--- src/rtl/idu_pkg.sv ---
// idu_pkg: shared state encoding, requester indices and default requester count
package idu_pkg;
  localparam int NUM_REQ_DEF = 3;
  localparam int REQ_PC = 0;
  localparam int REQ_SP = 1;
  localparam int REQ_HL = 2;
  typedef enum logic [1:0] {IDLE, LOW, HIGH, DONE} state_t;
endpackage

--- src/rtl/idu_if.sv ---
// idu_if: requester bus plus external 8-bit incrementer link of the idu_controller
interface idu_if import idu_pkg::*; #(parameter int NUM_REQ = NUM_REQ_DEF);
  logic [NUM_REQ-1:0] i_Req;
  logic [NUM_REQ-1:0] i_Decrement;
  logic [16*NUM_REQ-1:0] i_Operand;
  logic [NUM_REQ-1:0] o_Ack;
  logic [15:0] o_Result;
  logic o_Wrap;
  logic o_Busy;
  logic [7:0] o_Inc_Operand;
  logic o_Inc_Decrement;
  logic [7:0] i_Inc_Result;
  logic i_Inc_Carry;
  modport slave (
    input i_Req, i_Decrement, i_Operand, i_Inc_Result, i_Inc_Carry,
    output o_Ack, o_Result, o_Wrap, o_Busy, o_Inc_Operand, o_Inc_Decrement
  );
  modport master (
    output i_Req, i_Decrement, i_Operand, i_Inc_Result, i_Inc_Carry,
    input o_Ack, o_Result, o_Wrap, o_Busy, o_Inc_Operand, o_Inc_Decrement
  );
endinterface

--- src/rtl/idu_priority_arbiter.sv ---
// idu_priority_arbiter: combinational lowest-index-wins one-hot grant and encoded index
module idu_priority_arbiter #(
  parameter int NUM_REQ = 3,
  localparam int IW = NUM_REQ > 1 ? $clog2(NUM_REQ) : 1
) (
  input  logic [NUM_REQ-1:0] req,
  output logic [NUM_REQ-1:0] grant,
  output logic [IW-1:0]      idx
);
  assign grant = req & (~req + NUM_REQ'(1));
  always_comb begin
    idx = '0;
    for (int i = NUM_REQ - 1; i >= 0; i--) if (req[i]) idx = IW'(i);
  end
endmodule

--- src/rtl/idu_controller.sv ---
// idu_controller: 16-bit inc/dec sequencer built on an external 8-bit incrementer.
// IDU_SKIP_HIGH_EN: skip the HIGH state when the low byte produced no carry.
module idu_controller import idu_pkg::*; #(
  parameter int NUM_REQ = NUM_REQ_DEF,
  localparam int IW = NUM_REQ > 1 ? $clog2(NUM_REQ) : 1
) (
  input logic i_Clk,
  input logic i_Reset,
  idu_if.slave bus
);
  state_t state;
  logic [15:0] op;
  logic dec, carry;
  logic [7:0] res_lo;
  logic [IW-1:0] idx, gidx;
  logic [NUM_REQ-1:0] grant;
  idu_priority_arbiter #(.NUM_REQ(NUM_REQ)) u_arb (.req(bus.i_Req), .grant(grant), .idx(gidx));
  always_ff @(posedge i_Clk or posedge i_Reset) begin
    if (i_Reset) begin
      state <= IDLE;
      op <= '0;
      dec <= 1'b0;
      carry <= 1'b0;
      res_lo <= '0;
      idx <= '0;
      bus.o_Ack <= '0;
      bus.o_Result <= '0;
      bus.o_Wrap <= 1'b0;
      bus.o_Busy <= 1'b0;
      bus.o_Inc_Operand <= '0;
      bus.o_Inc_Decrement <= 1'b0;
    end else begin
      case (state)
        IDLE: if (|grant) begin
          state <= LOW;
          op <= bus.i_Operand[16*gidx +: 16];
          dec <= bus.i_Decrement[gidx];
          idx <= gidx;
          bus.o_Busy <= 1'b1;
          bus.o_Inc_Operand <= bus.i_Operand[16*gidx +: 8];
          bus.o_Inc_Decrement <= bus.i_Decrement[gidx];
        end
        LOW: begin
          res_lo <= bus.i_Inc_Result;
          carry <= bus.i_Inc_Carry;
`ifdef IDU_SKIP_HIGH_EN
          if (!bus.i_Inc_Carry) begin
            state <= DONE;
            bus.o_Ack <= NUM_REQ'(1) << idx;
            bus.o_Result <= {op[15:8], bus.i_Inc_Result};
            bus.o_Wrap <= 1'b0;
            bus.o_Inc_Operand <= '0;
            bus.o_Inc_Decrement <= 1'b0;
          end else begin
            state <= HIGH;
            bus.o_Inc_Operand <= op[15:8];
          end
`else
          state <= HIGH;
          bus.o_Inc_Operand <= op[15:8];
`endif
        end
        HIGH: begin
          // high byte only goes through the incrementer when the low byte carried
          state <= DONE;
          bus.o_Ack <= NUM_REQ'(1) << idx;
          bus.o_Result <= {carry ? bus.i_Inc_Result : op[15:8], res_lo};
          bus.o_Wrap <= carry & bus.i_Inc_Carry;
          bus.o_Inc_Operand <= '0;
          bus.o_Inc_Decrement <= 1'b0;
        end
        default: begin
          state <= IDLE;
          bus.o_Ack <= '0;
          bus.o_Result <= '0;
          bus.o_Wrap <= 1'b0;
          bus.o_Busy <= 1'b0;
        end
      endcase
    end
  end
  logic unused;
  assign unused = dec;
endmodule

--- src/flat_wrapper.sv ---
// flat-port wrapper written by rule: the top's interface ports become plain ports
module idu_controller_flat import idu_pkg::*;
#(
  parameter int NUM_REQ = NUM_REQ_DEF,
  localparam int IW = NUM_REQ > 1 ? $clog2(NUM_REQ) : 1
)
  (i_Clk, i_Reset, bus_i_Req, bus_i_Decrement, bus_i_Operand, bus_i_Inc_Result, bus_i_Inc_Carry, bus_o_Ack, bus_o_Result, bus_o_Wrap, bus_o_Busy, bus_o_Inc_Operand, bus_o_Inc_Decrement);
  idu_if #(.NUM_REQ(NUM_REQ)) bus_i ();
  input logic i_Clk;
  input logic i_Reset;
  input wire logic [$bits(bus_i.i_Req)-1:0] bus_i_Req;
  input wire logic [$bits(bus_i.i_Decrement)-1:0] bus_i_Decrement;
  input wire logic [$bits(bus_i.i_Operand)-1:0] bus_i_Operand;
  input wire logic [$bits(bus_i.i_Inc_Result)-1:0] bus_i_Inc_Result;
  input wire logic [$bits(bus_i.i_Inc_Carry)-1:0] bus_i_Inc_Carry;
  output wire logic [$bits(bus_i.o_Ack)-1:0] bus_o_Ack;
  output wire logic [$bits(bus_i.o_Result)-1:0] bus_o_Result;
  output wire logic [$bits(bus_i.o_Wrap)-1:0] bus_o_Wrap;
  output wire logic [$bits(bus_i.o_Busy)-1:0] bus_o_Busy;
  output wire logic [$bits(bus_i.o_Inc_Operand)-1:0] bus_o_Inc_Operand;
  output wire logic [$bits(bus_i.o_Inc_Decrement)-1:0] bus_o_Inc_Decrement;
  assign bus_i.i_Req = bus_i_Req;
  assign bus_i.i_Decrement = bus_i_Decrement;
  assign bus_i.i_Operand = bus_i_Operand;
  assign bus_i.i_Inc_Result = bus_i_Inc_Result;
  assign bus_i.i_Inc_Carry = bus_i_Inc_Carry;
  assign bus_o_Ack = bus_i.o_Ack;
  assign bus_o_Result = bus_i.o_Result;
  assign bus_o_Wrap = bus_i.o_Wrap;
  assign bus_o_Busy = bus_i.o_Busy;
  assign bus_o_Inc_Operand = bus_i.o_Inc_Operand;
  assign bus_o_Inc_Decrement = bus_i.o_Inc_Decrement;
  idu_controller #(.NUM_REQ(NUM_REQ)) u_core (.i_Clk(i_Clk), .i_Reset(i_Reset), .bus(bus_i));
endmodule
--- config.mk ---
export PLATFORM = sky130hd
export DESIGN_NAME = idu_controller_flat
export DESIGN_NICKNAME = d
export VERILOG_FILES = /design/src/rtl/idu_pkg.sv /design/src/rtl/idu_if.sv /design/src/rtl/idu_priority_arbiter.sv /design/src/rtl/idu_controller.sv /design/src/flat_wrapper.sv
export SDC_FILE = /design/constraint.sdc
export NUM_CORES = 1
export LEC_CHECK = 0
export ABC_AREA = 1
export CAP_MARGIN = 20
export CORE_ASPECT_RATIO = 1.2
export CORE_MARGIN = 2
export CORE_UTILIZATION = 49
export CTS_CLUSTER_DIAMETER = 30
export DETAILED_ROUTE_END_ITERATION = 10
export PLACE_DENSITY_LB_ADDON = 0.05
export SYNTH_ARGS = -nofsm -noshare
export SYNTH_HDL_FRONTEND = slang
export SYNTH_SLANG_ARGS = --single-unit
--- constraint.sdc ---
create_clock -name i_Clk -period 3.1 [get_ports i_Clk]
set_input_delay 0.465 -clock i_Clk [delete_from_list [all_inputs] [get_ports i_Clk]]
set_output_delay 0.465 -clock i_Clk [all_outputs]
set_load 0.02 [all_outputs]
* After elaboration in Yosys (flattened, before gate mapping)
Index checks and enable logic that the tools add are counted.
** Storage, ports and cells
- Output and inout port bits :: 30
- Word-level logic and storage cells :: 50
- Bits in registers :: 59
- Input port bits :: 65
** Operators by class
- Reductions and logical operators :: 10
- Muxes and demuxes :: 17
- Add/subtract/negate cells :: 1
- Shifts and indexed selects :: 3
- Order comparisons :: 1
- Eq/ne operators :: 3
- Bitwise operators :: 4
** Operators with widths (count)
- indexed part select 48 x 7 -> 16 bit :: 1
- indexed part select 48 x 7 -> 8 bit :: 1
- case mux 16 bit (2 select lines) :: 1
- case mux 8 bit (3 select lines) :: 1
- two-way mux 8 bit :: 2
- two-way mux 2 bit :: 4
- AND reduction 2 bit :: 4
- case mux 1 bit (2 select lines) :: 3
- case mux 2 bit (3 select lines) :: 1
- case mux 3 bit (2 select lines) :: 1
- OR reduction 2 bit :: 2
- adder 3 x 1 -> 3 bit, second input constant :: 1
- bitwise AND 3 bit :: 1
- < comparator 2 x 3 -> 1 bit, second input constant :: 1
- two-way mux 1 bit :: 3
- NOT 3 bit :: 1
- nonzero test 3 bit :: 1
- OR reduction 3 bit :: 1
- << shifter 1 x 2 -> 3 bit, first input constant :: 1
- binary-select mux 1 bit (select 2 bit) :: 1
- == test 2 x 1 -> 1 bit, second input constant :: 1
- == test 2 bit, second input constant :: 1
- zero test 2 bit :: 1
- inequality test 2 x 1 -> 1 bit, second input constant :: 1
- 3 further kinds :: 3

* Longest topological paths before layout
- Depth in word-level cells :: 7
- Depth in mapped cells :: 7

* Modules after synthesis
A second synthesis with hierarchy kept.
** Second synthesis, totals
- Cell total of the unflattened synthesis :: 367
- Area, all modules :: 2743.9 µm²
** By module, submodules not included
- idu_controller :: cells each 360, instances 1, area an instance 2707.6 µm²
- idu_priority_arbiter :: cells each 7, instances 1, area an instance 36.3 µm²

* Worst setup path before layout
No wires, ideal clock.
- Path kind :: register to register
- From :: register u_core.state[0]
- To :: register u_core.bus.o_Result[15]
- Buffers on the path :: 1
- Arrival time :: 1.305 ns
- Path slack :: 1.662 ns
- Cell stages (with the launch flop) :: 7
- Period minus slack after synthesis :: 1.438 ns
- Cell sequence :: dfrtp_1 inv_1 ha_1 inv_2 nand3_4 clkbuf_1 o21ai_0
** Between the ends
- Word-level cells in the longest chain between the ends :: 3
- Elaborated cells on any way between the ends :: 5
** RTL lines
- start: declaration :: RTL line idu_controller.sv:11 : state_t state;
- start signal: assignment :: RTL line idu_controller.sv:20 : state <= IDLE;
- start signal: assignment :: RTL line idu_controller.sv:35 : state <= LOW;
- start signal: assignment :: RTL line idu_controller.sv:59 : state <= HIGH;
- == test 2 x 1 -> 1 bit / zero test 2 bit (equally long branches) :: RTL line idu_controller.sv:33 : case (state)
- OR reduction 2 bit (no source line)
- case mux 16 bit (2 select lines) :: RTL line idu_controller.sv:33
- end signal: assignment :: RTL line idu_controller.sv:67 : bus.o_Result <= {carry ? bus.i_Inc_Result : op[15:8], res_lo};
- end: declaration :: RTL line idu_if.sv:16 : output o_Ack, o_Result, o_Wrap, o_Busy, o_Inc_Operand, o_Inc_Decrement
Several ways; a longest one is shown, not always the timed one.
A chain may end at the register's enable or synchronous reset.

* Final worst setup path
- From :: input bus_i_Req[1]
- To :: register u_core.bus.o_Inc_Decrement
** Between the ends
- Word-level cells in the longest chain between the ends :: 6
- Elaborated cells on any way between the ends :: 12
** RTL lines
- start: declaration :: RTL line flat_wrapper.sv:11 : input wire logic [$bits(bus_i.i_Req)-1:0] bus_i_Req;
- NOT 3 bit / two-way mux 2 bit (equally long branches) :: RTL line idu_priority_arbiter.sv:10, idu_priority_arbiter.sv:13
- adder 3 x 1 -> 3 bit / two-way mux 2 bit (equally long branches) :: RTL line idu_priority_arbiter.sv:10, idu_priority_arbiter.sv:13
- bitwise AND 3 bit / binary-select mux 1 bit (select 2 bit) (equally long branches)
- OR reduction 3 bit / two-way mux 1 bit (equally long branches)
- inequality test 2 x 1 -> 1 bit (no source line) / two-way mux 1 bit (equally long branches)
- AND reduction 2 bit (no source line) / case mux 1 bit (2 select lines) (equally long branches)
- end signal: assignment :: RTL line idu_controller.sv:41 : bus.o_Inc_Decrement <= bus.i_Decrement[gidx];
- end: declaration :: RTL line idu_if.sv:16
Several ways; a longest one is shown, not always the timed one. The select of a mux whose other input is x is not followed.

==> flow_metrics.env <==
export IMPL_worstPathRequired_ps=3290
export IMPL_clk_path_buf_depth=2
export IMPL_cts_tree="done"
export IMPL_regToRegStartpoint="u_core.state[0]"
export IMPL_cts_setup_buffers=0
export IMPL_finalCoreUtilization=0.7065
export IMPL_synthTopCellsByArea="dfrtp_1 (47%), o21ai_0 (12%), nand2_1 (12%)"
export IMPL_crit_chain="clkdlybuf4s50_1, nor2_2, nand2_4, inv_2, nand2_1, nand4_1, nand2_1"
export IMPL_synth_edf_count=0
export IMPL_worstSkewPairLatency_ps=300
export IMPL_dr_pass1_iters=4
export IMPL_syn_inst=357
export IMPL_leakage_nw=1.795
export IMPL_rsz0062_at_grt="no"
export IMPL_path_depth=7
export IMPL_path_buf_inv=2
export IMPL_async_flop_share=1.000
export IMPL_clockRootBuffer="clkbuf_8"
export IMPL_critPathMaxFanout=18
export IMPL_antenna_found_initial=0
export IMPL_drive_above_1_share=0.05804
export IMPL_vias=2546
export IMPL_die_x_um=71.99
export IMPL_io_pins=95
export IMPL_drc_errors=0
export IMPL_crit_arrival_ps=2280
export IMPL_critPathTopFamily="simple AND/OR/NAND/NOR gates"
export IMPL_place_hpwl_um=4967
export IMPL_holdBufCountCts=0
export IMPL_reg2reg_slack_ps=1340
export IMPL_grt_max_degree=52
export IMPL_multi_input_area_um2=1170
export IMPL_final_cells=510
export IMPL_cts_resized=0
export IMPL_cpMostUsedCell="nand2_1"
export IMPL_tns_ps=0
export IMPL_syn_area_um2=2718
export IMPL_ir_drop_mv=0.3210
export IMPL_clkPwrFrac=0.123
export IMPL_core_um2=5334
export IMPL_grt_ovfl_total=0
export IMPL_worst_pin_slew_ps=543.3
export IMPL_ant_nets=0
export IMPL_final_common_cell="clkdlybuf4s50_1"
export IMPL_relSlewSlack=0.6374
export IMPL_reg2reg_to="u_core.op[14]"
export IMPL_regArea_um2=1276
export IMPL_die_area_um2=6160
export IMPL_startpoint_type="input port"
export IMPL_outcome="completed"
export IMPL_grt_pass1_wl_um=10920
export IMPL_synth_seq_area_share=0.4696
export IMPL_p_sw_mw=1.317
export IMPL_end_kind="flop"
export IMPL_period_share=0.6740
export IMPL_nNetsFinal=517
export IMPL_p_int_mw=1.723
export IMPL_antenna_cells=0
export IMPL_place_inst=501
export IMPL_num_rows=29
export IMPL_ys_warn_count=0
export IMPL_switching_share=0.4332
export IMPL_cts_buffers=5
export IMPL_port_buffers=94
export IMPL_yosys_area_top_type="dfrtp_1"
export IMPL_start_util=0.5095
export IMPL_post_drt_wl_per_cell_um=12.60
export IMPL_seqPwrFrac=0.356
export IMPL_ys_types=25
export IMPL_syn_area_per_cell_um2=7.612
export IMPL_period_minus_slack_ps=2089
export IMPL_max_freq_mhz=478.6
export IMPL_ys_ff_latch=51
export IMPL_drv_cap=0
export IMPL_slowest_stage="clkdlybuf4s50_1"
export IMPL_grt_pass1_vias=2459
export IMPL_synthToLayoutAreaGrowth_pct=38.67
export IMPL_max_stage_delay_ps=600
export IMPL_totalWireLength_um=6424
export IMPL_critPathKind="input port to flop"
export IMPL_place_congestion=0.8280
export IMPL_hold_class="input port to async pin"
export IMPL_cts_sinks=51
export IMPL_rr_worst_depth=7
export IMPL_final_cell_mix="clkdlybuf4s50_1 (94), nand2_1 (85), o21ai_0 (64)"
export IMPL_drv_slew=0
export IMPL_final_hold_violation_count=0
export IMPL_endpoint="u_core.bus.o_Inc_Decrement"
export IMPL_synth_nets=427
export IMPL_nFillCells=478
export IMPL_synth_top_area_share=0.4696
export IMPL_initialDrtViolationCount=176
export IMPL_power_mw=3.040
export IMPL_cp_startpoint="bus_i_Req[1]"
export IMPL_die_h_um=85.58
export IMPL_clkTransAtPathRegs_ps=90
export IMPL_avgViaCountPerCell=4.992
export IMPL_combinationalPowerShare=0.522
export IMPL_grtUsageTotal=0.2210
export IMPL_fin_skew_ps=3.394
export IMPL_hold_slack_ps=351.4
export IMPL_synth_flop_cell="dfrtp_1"
export IMPL_htreeDepth=2
export IMPL_powerDensity_nw_per_um2=806.7
export IMPL_setup_viol=0
[per-layer routing]
| metal | track usage | vias up | part of all wire |
|---|---|---|---|
| met5 | 0 | - | 0 |
| met4 | 0.06861 | 0 | 0.018 |
| met3 | 0.03878 | 10 | 0.061 |
| met2 | 0.3838 | 94 | 0.49 |
| met1 | 0.2794 | 1126 | 0.44 |
| li1 | - | 1316 | - |
[power by group through the flow]
stage / sequential [mW] / combinational (mW) / clock, mW
floorplan: 1.22 / 0.873 / 0
global placement: 1.08 / 1.56 / 0
detailed placement: 1.09 / 1.59 / 0
CTS: 1.08 / 1.60 / 0.379
global route: 1.11 / 1.79 / 0.406
finish: 1.08 / 1.59 / 0.373
[through the flow]
step	setup slack, ps	instance area, um^2
floorplan	1405	2718
global placement	764.2	3664
detailed placement	688.8	3664
CTS	1006	3749
global route	828.5	3769
finish	1011	3769
[layout make-up]
type,count,area share
Timing Repair Buffer,97,0.2590
Clock inverter,2,0.003320
Sequential cell,51,0.3386
Multi-Input combinational cell,243,0.3104
Inverter,49,0.04880
Clock buffer,6,0.01926
Tap cell,62,0.02058
[sequential cells by signal (all words and copies together), names as in the netlist]
signal,cells
u_core.bus.o_Inc_Decrement,1
u_core.bus.o_Ack,3
u_core.res_lo,8
u_core.state,2
u_core.bus.o_Wrap,1
u_core.bus.o_Inc_Operand,8
u_core.bus.o_Busy,1
u_core.op,8
u_core.bus.o_Result,16
u_core.carry,1
u_core.idx,2
[how the worst min path moves through the flow]
stage | start | slack (ps) | endpoint
final | i_Reset | 350 | u_core.bus.o_Result[3]
after global routing | i_Reset | 360 | u_core.bus.o_Wrap
after CTS | u_core.idx[1] | 460 | u_core.bus.o_Ack[0]
after detailed placement | u_core.idx[1] | 450 | u_core.bus.o_Ack[0]
after global placement | u_core.idx[1] | 440 | u_core.bus.o_Ack[0]
after floorplan | u_core.idx[1] | 430 | u_core.bus.o_Ack[0]
[cells in the mapped netlist (3+ instances only)]
master / instances
ha_1: 5
buf_4: 3
nand3_1: 24
buf_6: 3
dfrtp_1: 51
o21ai_0: 64
o21ai_1: 10
nor2_1: 32
clkbuf_1: 7
inv_1: 42
inv_2: 6
a21oi_1: 8
nand2_1: 85
o31ai_1: 3
[logic make-up after synthesis]
group                    after synthesis  synth area share
adder cells (fa/ha/maj)                5           0.02302
buffers and inverters                 63           0.09990
AO/OA/AOI/OAI                         88            0.1676
AND/OR/NAND/NOR                      150            0.2399
flip-flops                            51            0.4696
(Power assumes the default switching activity.)
